**config.mk**
```make
export PLATFORM = sky130hd
export DESIGN_NAME = bcd2bin4digit
export DESIGN_NICKNAME = d
export VERILOG_FILES = /design/src/rtl/bcd_pkg.sv /design/src/rtl/bcd_times10_add.sv /design/src/rtl/bcd2bin4digit.sv
export SDC_FILE = /design/constraint.sdc
export NUM_CORES = 1
export LEC_CHECK = 0
export CAP_MARGIN = 10
export CORE_MARGIN = 3
export CORE_UTILIZATION = 48
export CTS_CLUSTER_DIAMETER = 60
export CTS_CLUSTER_SIZE = 8
export DETAILED_ROUTE_END_ITERATION = 8
export DONT_BUFFER_PORTS = 1
export PLACE_DENSITY_LB_ADDON = 0.1
export SKIP_CTS_REPAIR_TIMING = 1
export SYNTH_ARGS = -nofsm -noshare
export SYNTH_HDL_FRONTEND = slang
export SYNTH_HIERARCHICAL = 1
export SYNTH_SLANG_ARGS = --single-unit
```
**constraint.sdc**
```tcl
create_clock -name clk -period 6.65 [get_ports clk]
set_input_delay 1.995 -clock clk [delete_from_list [all_inputs] [get_ports clk]]
set_output_delay 1.995 -clock clk [all_outputs]
set_load 0.1 [all_outputs]
```
**src/rtl/bcd_pkg.sv**
```systemverilog
// rtl/bcd_pkg.sv - shared widths, FSM state type and digit helper for the BCD datapath
package bcd_pkg;

  localparam int DIGITS  = 4;
  localparam int BCD_W   = 4;
  localparam int BIN_W   = 14;
  localparam int BCD_MAX = 9;
  localparam int CNT_W   = 2;

  typedef enum logic {
    IDLE = 1'b0,
    CONV = 1'b1
  } state_e;

  function automatic logic is_bcd(input logic [BCD_W-1:0] digit);
    return digit <= BCD_W'(BCD_MAX);
  endfunction

endpackage

```
**src/rtl/bcd_times10_add.sv**
```systemverilog
// rtl/bcd_times10_add.sv - one Horner step: acc*10 + digit, truncated to BIN_W bits
module bcd_times10_add
  import bcd_pkg::*;
(
  input  logic [BIN_W-1:0] acc,
  input  logic [BCD_W-1:0] digit,
  output logic [BIN_W-1:0] result
);

  logic [BIN_W-1:0] acc_x8;
  logic [BIN_W-1:0] acc_x2;
  logic [BIN_W-1:0] digit_ext;

  // Shift-and-add keeps this a pair of adders rather than a multiplier.
  assign acc_x8    = acc << 3;
  assign acc_x2    = acc << 1;
  assign digit_ext = {{(BIN_W-BCD_W){1'b0}}, digit};
  assign result    = acc_x8 + acc_x2 + digit_ext;

endmodule

```
**src/rtl/bcd2bin4digit.sv**
```systemverilog
// rtl/bcd2bin4digit.sv - sequential 4-digit BCD to binary converter, one digit per clock
module bcd2bin4digit
  import bcd_pkg::*;
(
  input  logic             clk,
  input  logic             rst,
  input  logic [BCD_W-1:0] A,
  input  logic [BCD_W-1:0] B,
  input  logic [BCD_W-1:0] C,
  input  logic [BCD_W-1:0] D,
  input  logic             start,
  output logic [BIN_W-1:0] value,
  output logic             busy,
  output logic             done,
  output logic             err
);

  localparam int SR_W = DIGITS * BCD_W;

  state_e                 state_q;
  logic [SR_W-1:0]        digits_q;
  logic [CNT_W-1:0]       cnt_q;
  logic [BIN_W-1:0]       acc_q;
  logic [BIN_W-1:0]       acc_d;
  logic [BIN_W-1:0]       value_q;
  logic                   invalid_q;
  logic                   invalid_d;
  logic                   busy_q;
  logic                   done_q;
  logic                   err_q;
  logic                   last_digit;

  bcd_times10_add u_times10_add (
    .acc    (acc_q),
    .digit  (digits_q[SR_W-1 -: BCD_W]),
    .result (acc_d)
  );

  assign invalid_d  = !(is_bcd(A) && is_bcd(B) && is_bcd(C) && is_bcd(D));
  assign last_digit = (cnt_q == CNT_W'(DIGITS-1));

  always_ff @(posedge clk or posedge rst) begin
    if (rst) begin
      state_q   <= IDLE;
      digits_q  <= '0;
      cnt_q     <= '0;
      acc_q     <= '0;
      value_q   <= '0;
      invalid_q <= 1'b0;
      busy_q    <= 1'b0;
      done_q    <= 1'b0;
      err_q     <= 1'b0;
    end else begin
      done_q <= 1'b0;
      case (state_q)
        IDLE: begin
          if (start) begin
            digits_q  <= {A, B, C, D};
            acc_q     <= '0;
            cnt_q     <= '0;
            invalid_q <= invalid_d;
            err_q     <= 1'b0;
            busy_q    <= 1'b1;
            state_q   <= CONV;
          end
        end
        CONV: begin
          acc_q    <= acc_d;
          digits_q <= {digits_q[SR_W-BCD_W-1:0], {BCD_W{1'b0}}};
          cnt_q    <= cnt_q + 1'b1;
          if (last_digit) begin
            // A bad digit makes the truncated sum meaningless, so report zero.
            value_q <= invalid_q ? '0 : acc_d;
            err_q   <= invalid_q;
            done_q  <= 1'b1;
            busy_q  <= 1'b0;
            state_q <= IDLE;
          end
        end
        default: begin
          state_q <= IDLE;
          busy_q  <= 1'b0;
        end
      endcase
    end
  end

  assign value = value_q;
  assign busy  = busy_q;
  assign done  = done_q;
  assign err   = err_q;

endmodule

```
# Yosys cells after proc, flatten, opt, wreduce, memory -nomap -nowiden
# Cells that the tools add are included.
[op_classes]
n_div = 0
magnitude_cmp = 4
n_addsub = 3
mux = 18
mul = 0
reduce_logical = 7
bitwise_logic = 1
eq_ne = 3
shifts = 0
[ops]
columns = ["op", "n"]
rows = [
  ["$pmux 16 s2", 1],
  ["$pmux 13 s2", 1],
  ["$le 4x4->1 const B", 4],
  ["$mux 16", 1],
  ["$add 14x14->14", 1],
  ["$add 14x4->14", 1],
  ["$mux 14", 1],
  ["$mux 13", 1],
  ["$mux 1", 8],
  ["$pmux 1 s2", 3],
  ["$reduce_and 2->1", 3],
  ["$pmux 2 s2", 1],
  ["$logic_and 1x1->1", 3],
  ["$add 2x1->2 const B", 1],
  ["$eq 2x2->1 const B", 1],
  ["$mux 2", 1],
  ["$ne 2x1->1 const B", 1],
  ["$ne 2x2->1 const B", 1],
  ["$logic_not 1->1", 1],
  ["$not 1->1", 1],
]
[totals]
ramBits = 0
word_cells = 45
latchBits = 0
romBits = 0
out_inout_bits = 17
regBits = 50
inputBits = 19
memories = 0

# Depth between registers and ports, before layout
# Gate-level depths: netlist (run 1).
[depth]
ltp_word = 5
depth_mapped = 11
ltp_nobuf = 11

# By module
# Netlist (run 1), hierarchy kept.
[modules_own_cells]
columns = ["mod", "n_inst", "area_each_um2", "cells_each", "seq_area_each_um2"]
rows = [
  ["bcd2bin4digit", 1, 2120.8, 188, 1276.2],
  ["bcd_times10_add", 1, 655.6, 75, 0.0],
]

# Worst setup path after synthesis (run 1)
# Ideal clock, no wire load.
[synth_timing]
kind = "flip-flop to output port"
from = "register err_q (netlist: err)"
to = "output port err"
path_stages_with_launch = 1
slack_ps = 3746
path_buffers = 0
required_ps = 4655
t_arrival_ps = 909
cell_sequence = "dfrtp_1"
[synth_rtl]
columns = ["item", "line_no", "rtl"]
rows = [
  ["from (decl)", "bcd2bin4digit.sv:30", "logic err_q;"],
  ["from (signal assigned)", "bcd2bin4digit.sv:74", "err_q <= invalid_q;"],
  ["to (decl)", "bcd2bin4digit.sv:15", "output logic err"],
]
# No word-level cell between the ends.

# Worst setup path after layout (run 1)
[layout_timing]
from = "register err_q (netlist: err)"
to = "output port err"
# No word-level cell between the ends.

==> results.txt, run 1 <==
In the global route stage, overall resource usage came out at 17.6%. The cell count after synthesis came out at 259. Setup repair after global routing left no endpoint under its margin. The first global-routing pass estimated 8.99 mm of wire. The count of antenna-violating nets left after detailed routing came out at 0. Kind of end point of the critical path: an output pin. The cell area after synthesis was 2740 sq um; the row count was 26. Subtracting the final worst setup slack from the clock period gives 3.26 ns.

Cells with a size suffix above 1 make up 5.91% of the layout. The via density per instance is 5.48. Synthesis produced a netlist with a net count of 303.

The tightest hold path in the finished design has a slack of 0.497 ns. The logs give 307 MHz for the highest attainable clock frequency and 0 for the number of antenna repair diodes. In this run the critical register-to-register path is captured at value[12]$_DFFE_PP0P_.

After detailed routing, the average wire length per cell comes to 16.0 microns. The run gives 499 as the number of fill cells in the layout. The run finished with clean final reports. The chip width is 81.5 microns, and the cell depth of the worst setup path is 0. Total setup violations reported at the end of the flow: 0. The relative slew slack came out at 31.7%. Port buffering added 0 buffers. The source-to-sink clock delay at the later pin of the worst-skew pair came out at 0.30 ns.

For the TritonCTS buffer count, the log shows 5. Routability-driven placement finished with a final weighted congestion of 0.782. The logs give 1,824 for the number of global-route vias before repair and 0 for the number of pins exceeding their max-slew limit in the final report. In this run the critical register-to-register path is launched from acc_q[0]$_DFFE_PP0P_. In the layout the commonest cells are 50 x sky130_fd_sc_hd__dfrtp_1, 29 x sky130_fd_sc_hd__nand2_1, 24 x sky130_fd_sc_hd__o21ai_1. Counting every sink on the clock net gives 50.

The layout net count was 297; the clock slew at the register clock pins of the worst setup and hold paths was 0.10 ns. The Yosys step of the flow raised 6 warnings. The die is 81.5 microns tall. The largest buffer count on any clock path was 2; the area added between synthesis and finish was 3.25%. Once detailed placement completed, the half-perimeter wirelength came to 3.58 mm. The library cell used most frequently in the layout, excluding fill and tap cells, is sky130_fd_sc_hd__dfrtp_1. In this run the worst hold path is classified as reg -> reg. Global routing finished with a remaining overflow of 0. In this run the count of I/O pins placed on the die edge is 36.

The tools report the data arrival time at the worst-slack endpoint as 1.27 ns. The max-capacitance violation count is 0, and the via total after detailed routing is 1,777. The first routing iteration left 118 violations.

The tools report the number of endpoints with negative hold slack in the final report as 0. Tracing the worst setup path back leads to its startpoint at err$_DFFE_PP0P_. The final critical-path share of the clock period is 49.1%. The total iterations of the first detailed-routing run is 4, and the required time of the critical path is 4.66 ns. At the pin with the least slew margin, the transition time is 1.02 ns. For the clock tree skew after final layout, the log shows 0.00983 ns.

The tools report the standard cell core area as 5300 sq um. TritonCTS built the clock tree. The die covers 6640 sq um. The tools report the final routed wirelength across all metal layers as 5.17 mm. For the number of H-tree levels, the log shows 2. Once layout is complete, the utilization of the core stands at 53.3%. Class of the most critical setup path: reg -> out. The initial utilization of the core area, before any placement, comes to 51.6%. The worst setup path is launched from a register. Adding up every negative setup slack in the final design gives 0 ns. Cell at the root of the clock tree: sky130_fd_sc_hd__clkbuf_8. The average instance in the mapped netlist occupies 10.6 sq um.

The worst register-to-register path has a depth of 11. Along the worst path, the maximum fanout reaches 3. The internal reg-to-reg setup slack came out at 3.95 ns. The critical path ends at err. The run gives 0 as the initial antenna violation count. In the routed design, unresolved DRC markers number 0.

Entering global routing, the biggest net connects 51 pins.
==> per-layer routing <==
layer	track usage, %	share of wire [%]	up-vias
li1	-	-	890
met1	26.4	50	855
met2	24.8	44	30
met3	4.39	4.7	2
met4	5.57	0.52	0
met5	0	0	-
==> how the worst min path moves through the flow <==
stage	cells past startpoint	endpoint	startpoint	slack, ns
6_report	1	cnt_q[0]$_DFFE_PP0P_	cnt_q[0]$_DFFE_PP0P_	0.50
5_1_grt	1	cnt_q[0]$_DFFE_PP0P_	cnt_q[0]$_DFFE_PP0P_	0.53
4_1_cts	2	digits_q[14]$_DFFE_PP0P_	digits_q[10]$_DFFE_PP0P_	0.50
3_5_place_dp	2	digits_q[11]$_DFFE_PP0P_	digits_q[7]$_DFFE_PP0P_	0.48
3_3_place_gp	2	digits_q[14]$_DFFE_PP0P_	digits_q[10]$_DFFE_PP0P_	0.47
2_1_floorplan	2	digits_q[15]$_DFFE_PP0P_	digits_q[11]$_DFFE_PP0P_	0.45
==> flip-flops by register name (all words and copies together) (netlist names) <==
signal     cells
acc_q         13
err            1
cnt_q          2
state_q        1
digits_q      16
value         14
invalid_q      1
done           1
busy           1
==> metrics by stage <==
stage	cells	instance area [sq um]	setup slack [ns]
after floorplan	259	2740	3.45
final	324	2830	3.39
after CTS	324	2830	3.37
after global placement	316	2730	3.73
after detailed placement	316	2730	3.72
after global routing	324	2830	3.34
==> cell type report <==
type / count / area (sq um) / area share (%)
inverter: 9 / 33.8 / 1.20
sequential: 50 / 1250 / 44.3
multi-input combinational: 186 / 1350 / 47.6
timing repair buffer: 1 / 7.51 / 0.266
clock inverter: 2 / 17.5 / 0.620
clock buffer: 6 / 82.6 / 2.92
tap: 70 / 87.6 / 3.10
Power of run 1 is not shown: default switching activity piles up to over one toggle a cycle in this logic, so the estimate is an artifact.
==> run 2: changes to the inputs <==
- clock period: 6.65 -> 3.3 ns (I/O delays scaled with it)
==> run 2 against run 1 <==
First-iteration DRC count is 27% lower. Flip-flop and latch count is the same. Routed wire length down 1.0%. Clock skew fell by 0.0032 ns. Global-route usage fell by 0.85 points. Final cell count grew 0.31%.
==> results.txt, run 2 (same netlist as run 1, synthesis figures left out) <==
The run finished with clean final reports. The kind of end point of the critical path was a register (was an output pin). The flip-flop count of the largest register, all copies and words added is 16 (unchanged). Initial core utilization: 51.6% (unchanged).

The class of the most critical setup path was reg -> reg (was reg -> out). Number of H-tree levels: 2 (unchanged). For the detailed-route wire length on metal 1, the log shows 2.59 mm (was 2.61 mm). The TritonCTS buffer count is 5 (unchanged), and the total track usage is 16.8% (was 17.6%).

The count of antenna-violating nets left after detailed routing came out at 0 (unchanged). The tools report the worst hold path endpoint as cnt_q[0]$_DFFE_PP0P_ (unchanged). The slowest stage cell on the critical path was sky130_fd_sc_hd__fa_1. The cell at the root of the clock tree was sky130_fd_sc_hd__clkbuf_8 (unchanged). Top layer reached by signal wires: met4 (unchanged). The number of clock sinks is 50 (unchanged).

Startpoint type of the worst setup path: a register (unchanged). Number of endpoints with negative hold slack in the final report: 0 (unchanged). The logs give 26 (unchanged) for the row count and 3.51 ns (was 4.66 ns) for the required time of the critical path. The tools report the remaining global-route overflow as 0 (unchanged).

Initial detailed-routing violation count: 86 (was 118). The fraction of final layout cells sized beyond drive strength 1 is 6.27% (was 5.91%), and the biggest cell delay along the critical path is 0.53 ns. The critical path contains buffers and inverters numbering 2 combined. The number of standard cells in the layout, taps in and fillers out is 325 (was 324), and the number of fill cells in the layout is 495 (was 499).

The most common cell after layout, fill and taps aside is sky130_fd_sc_hd__dfrtp_1 (unchanged). The tools report the max-capacitance violation count as 0 (unchanged). The run gives 0 (unchanged) as the number of pins exceeding their max-slew limit in the final report. The first-pass GRT wire length is 8.54 mm (was 8.99 mm), and the total met3 wirelength after detailed routing is 283 microns (was 241 microns).

The worst hold path depth was 1 (unchanged); the top-level I/O count was 36 (unchanged). Leading cell types in the layout, fill and taps excluded: 50 x sky130_fd_sc_hd__dfrtp_1, 29 x sky130_fd_sc_hd__nand2_1, 24 x sky130_fd_sc_hd__o21ai_1 (unchanged). The type of the tightest min-delay check was reg -> reg (unchanged). The height of the die works out to 81.5 microns (unchanged). The via density per instance was 5.49 (was 5.48). For the relative slew slack, the log shows 38.3% (was 31.7%). The logs give 3.54 mm (was 3.58 mm) for the placed wire-length estimate after detailed placement and 1,783 (was 1,777) for the via total after detailed routing. Family with the most delay on the worst path: adder cells. The accumulated negative setup slack was 0 ns (unchanged). The number of antenna repair diodes is 0 (unchanged). The data arrival time at the worst-slack endpoint was 2.84 ns (was 1.27 ns); the source-to-sink clock delay at the later pin of the worst-skew pair was 0.30 ns (about the same).

Cell depth of the worst setup path: 11 (was 0). The tools report the startpoint of the lowest-slack register-to-register path as acc_q[0]$_DFFE_PP0P_ (unchanged). The initial antenna violation count is 0 (unchanged), and the clock tree skew after final layout is 0.00660 ns (was 0.00983 ns). The layout net count was 298 (was 297). The amount of wire on met2 after detailed routing is 2.17 mm (was 2.30 mm), and the number of placed instances, taps included is 317 (was 316). The clock slew at the register clock pins of the worst setup and hold paths works out to 0.10 ns (about the same).

Number of buffers added on ports: 0 (unchanged). The largest net degree at the start of global routing is 48 (was 51), and the area added between synthesis and finish is 3.48% (was 3.25%). The logs give 381 MHz for the highest attainable clock frequency and 5300 sq um (unchanged) for the standard cell core area. Counting I/O delays and the setup requirement, the final critical path takes 2.62 ns. Highest fanout seen on the critical path: 3 (unchanged). The die outline area is 6640 sq um (unchanged), and the number of global-route vias before repair is 1,741 (was 1,824). The critical path goes through inv_1 > fa_1 > inv_1 > fa_1 > a21o_1 > nand4_1 > nand3_1 > a211oi_1 > xnor2_1 > nand2b_1 > o21ai_0.

The post-detailed-route wirelength per cell came out at 15.8 microns (was 16.0 microns). The path depth of the worst reg2reg path was 11 (unchanged); the largest buffer count on any clock path was 2 (unchanged). For the final routed wirelength across all metal layers, the log shows 5.12 mm (was 5.17 mm).

The largest register by flop count was digits_q (unchanged). For the total setup violations reported at the end of the flow, the log shows 0 (unchanged). For the global placement routability congestion, the log shows 0.805 (was 0.782).

The endpoint of the most critical register-to-register path is value[12]$_DFFE_PP0P_ (unchanged). The chip width is 81.5 microns (unchanged). Setup repair after global routing left no endpoint under its margin. For the final routed DRC violation total, the log shows 0 (unchanged).

The source of the worst hold timing path was cnt_q[0]$_DFFE_PP0P_ (unchanged). The final critical-path share of the clock period works out to 79.5%. The worst-margin pin slew is 0.926 ns (was 1.02 ns). The core occupancy in the finished layout is 53.4% (was 53.3%). TritonCTS built the clock tree.

The internal reg-to-reg setup slack was 0.68 ns (was 3.95 ns). The total iterations of the first detailed-routing run is 4 (unchanged).
-- run 2: cell types whose count changed in the layout (fill, tap and decap cells not counted), sizes merged --
| cell | delta |
|---|---|
| clkinvlp | +1 |
| buf | +1 |
| clkinv | -2 |
| inv | +1 |
-- run 2: metrics by stage --
step,area (sq um),hold slack [ns],setup WS (ns)
CTS,2830,0.501,0.655
floorplan,2740,0.454,0.830
finish,2830,0.496,0.676
detailed placement,2730,0.477,0.678
global placement,2730,0.474,0.747
global route,2830,0.524,0.431
-- run 2: layout make-up --
| type | count | area [sq um] | share of cell area [%] |
|---|---|---|---|
| Clock buffer | 6 | 82.6 | 2.92 |
| Multi-Input combinational cell | 186 | 1350 | 47.5 |
| Clock inverter | 2 | 16.3 | 0.574 |
| Tap cell | 70 | 87.6 | 3.09 |
| Timing Repair Buffer | 2 | 15.0 | 0.530 |
| Sequential cell | 50 | 1250 | 44.2 |
| Inverter | 9 | 33.8 | 1.19 |
-- run 2: worst max-delay path by stage --
stage | slack, ns | startpoint | to
3_3_place_gp | 0.75 | acc_q[0]$_DFFE_PP0P_ | value[12]$_DFFE_PP0P_
3_5_place_dp | 0.68 | acc_q[0]$_DFFE_PP0P_ | value[12]$_DFFE_PP0P_
2_1_floorplan | 0.83 | acc_q[0]$_DFFE_PP0P_ | acc_q[12]$_DFFE_PP0P_
4_1_cts | 0.66 | acc_q[0]$_DFFE_PP0P_ | value[12]$_DFFE_PP0P_
5_1_grt | 0.43 | acc_q[0]$_DFFE_PP0P_ | value[12]$_DFFE_PP0P_
6_report | 0.68 | acc_q[0]$_DFFE_PP0P_ | value[12]$_DFFE_PP0P_
-- run 2: routing by layer --
layer / global-route usage, % / vias to the layer above
li1: - / 892
met1: 24.1 / 840
met2: 23.9 / 42
met3: 4.82 / 9
met4: 6.08 / 0
met5: 0 / -
Power of run 2 is left out for the same reason.
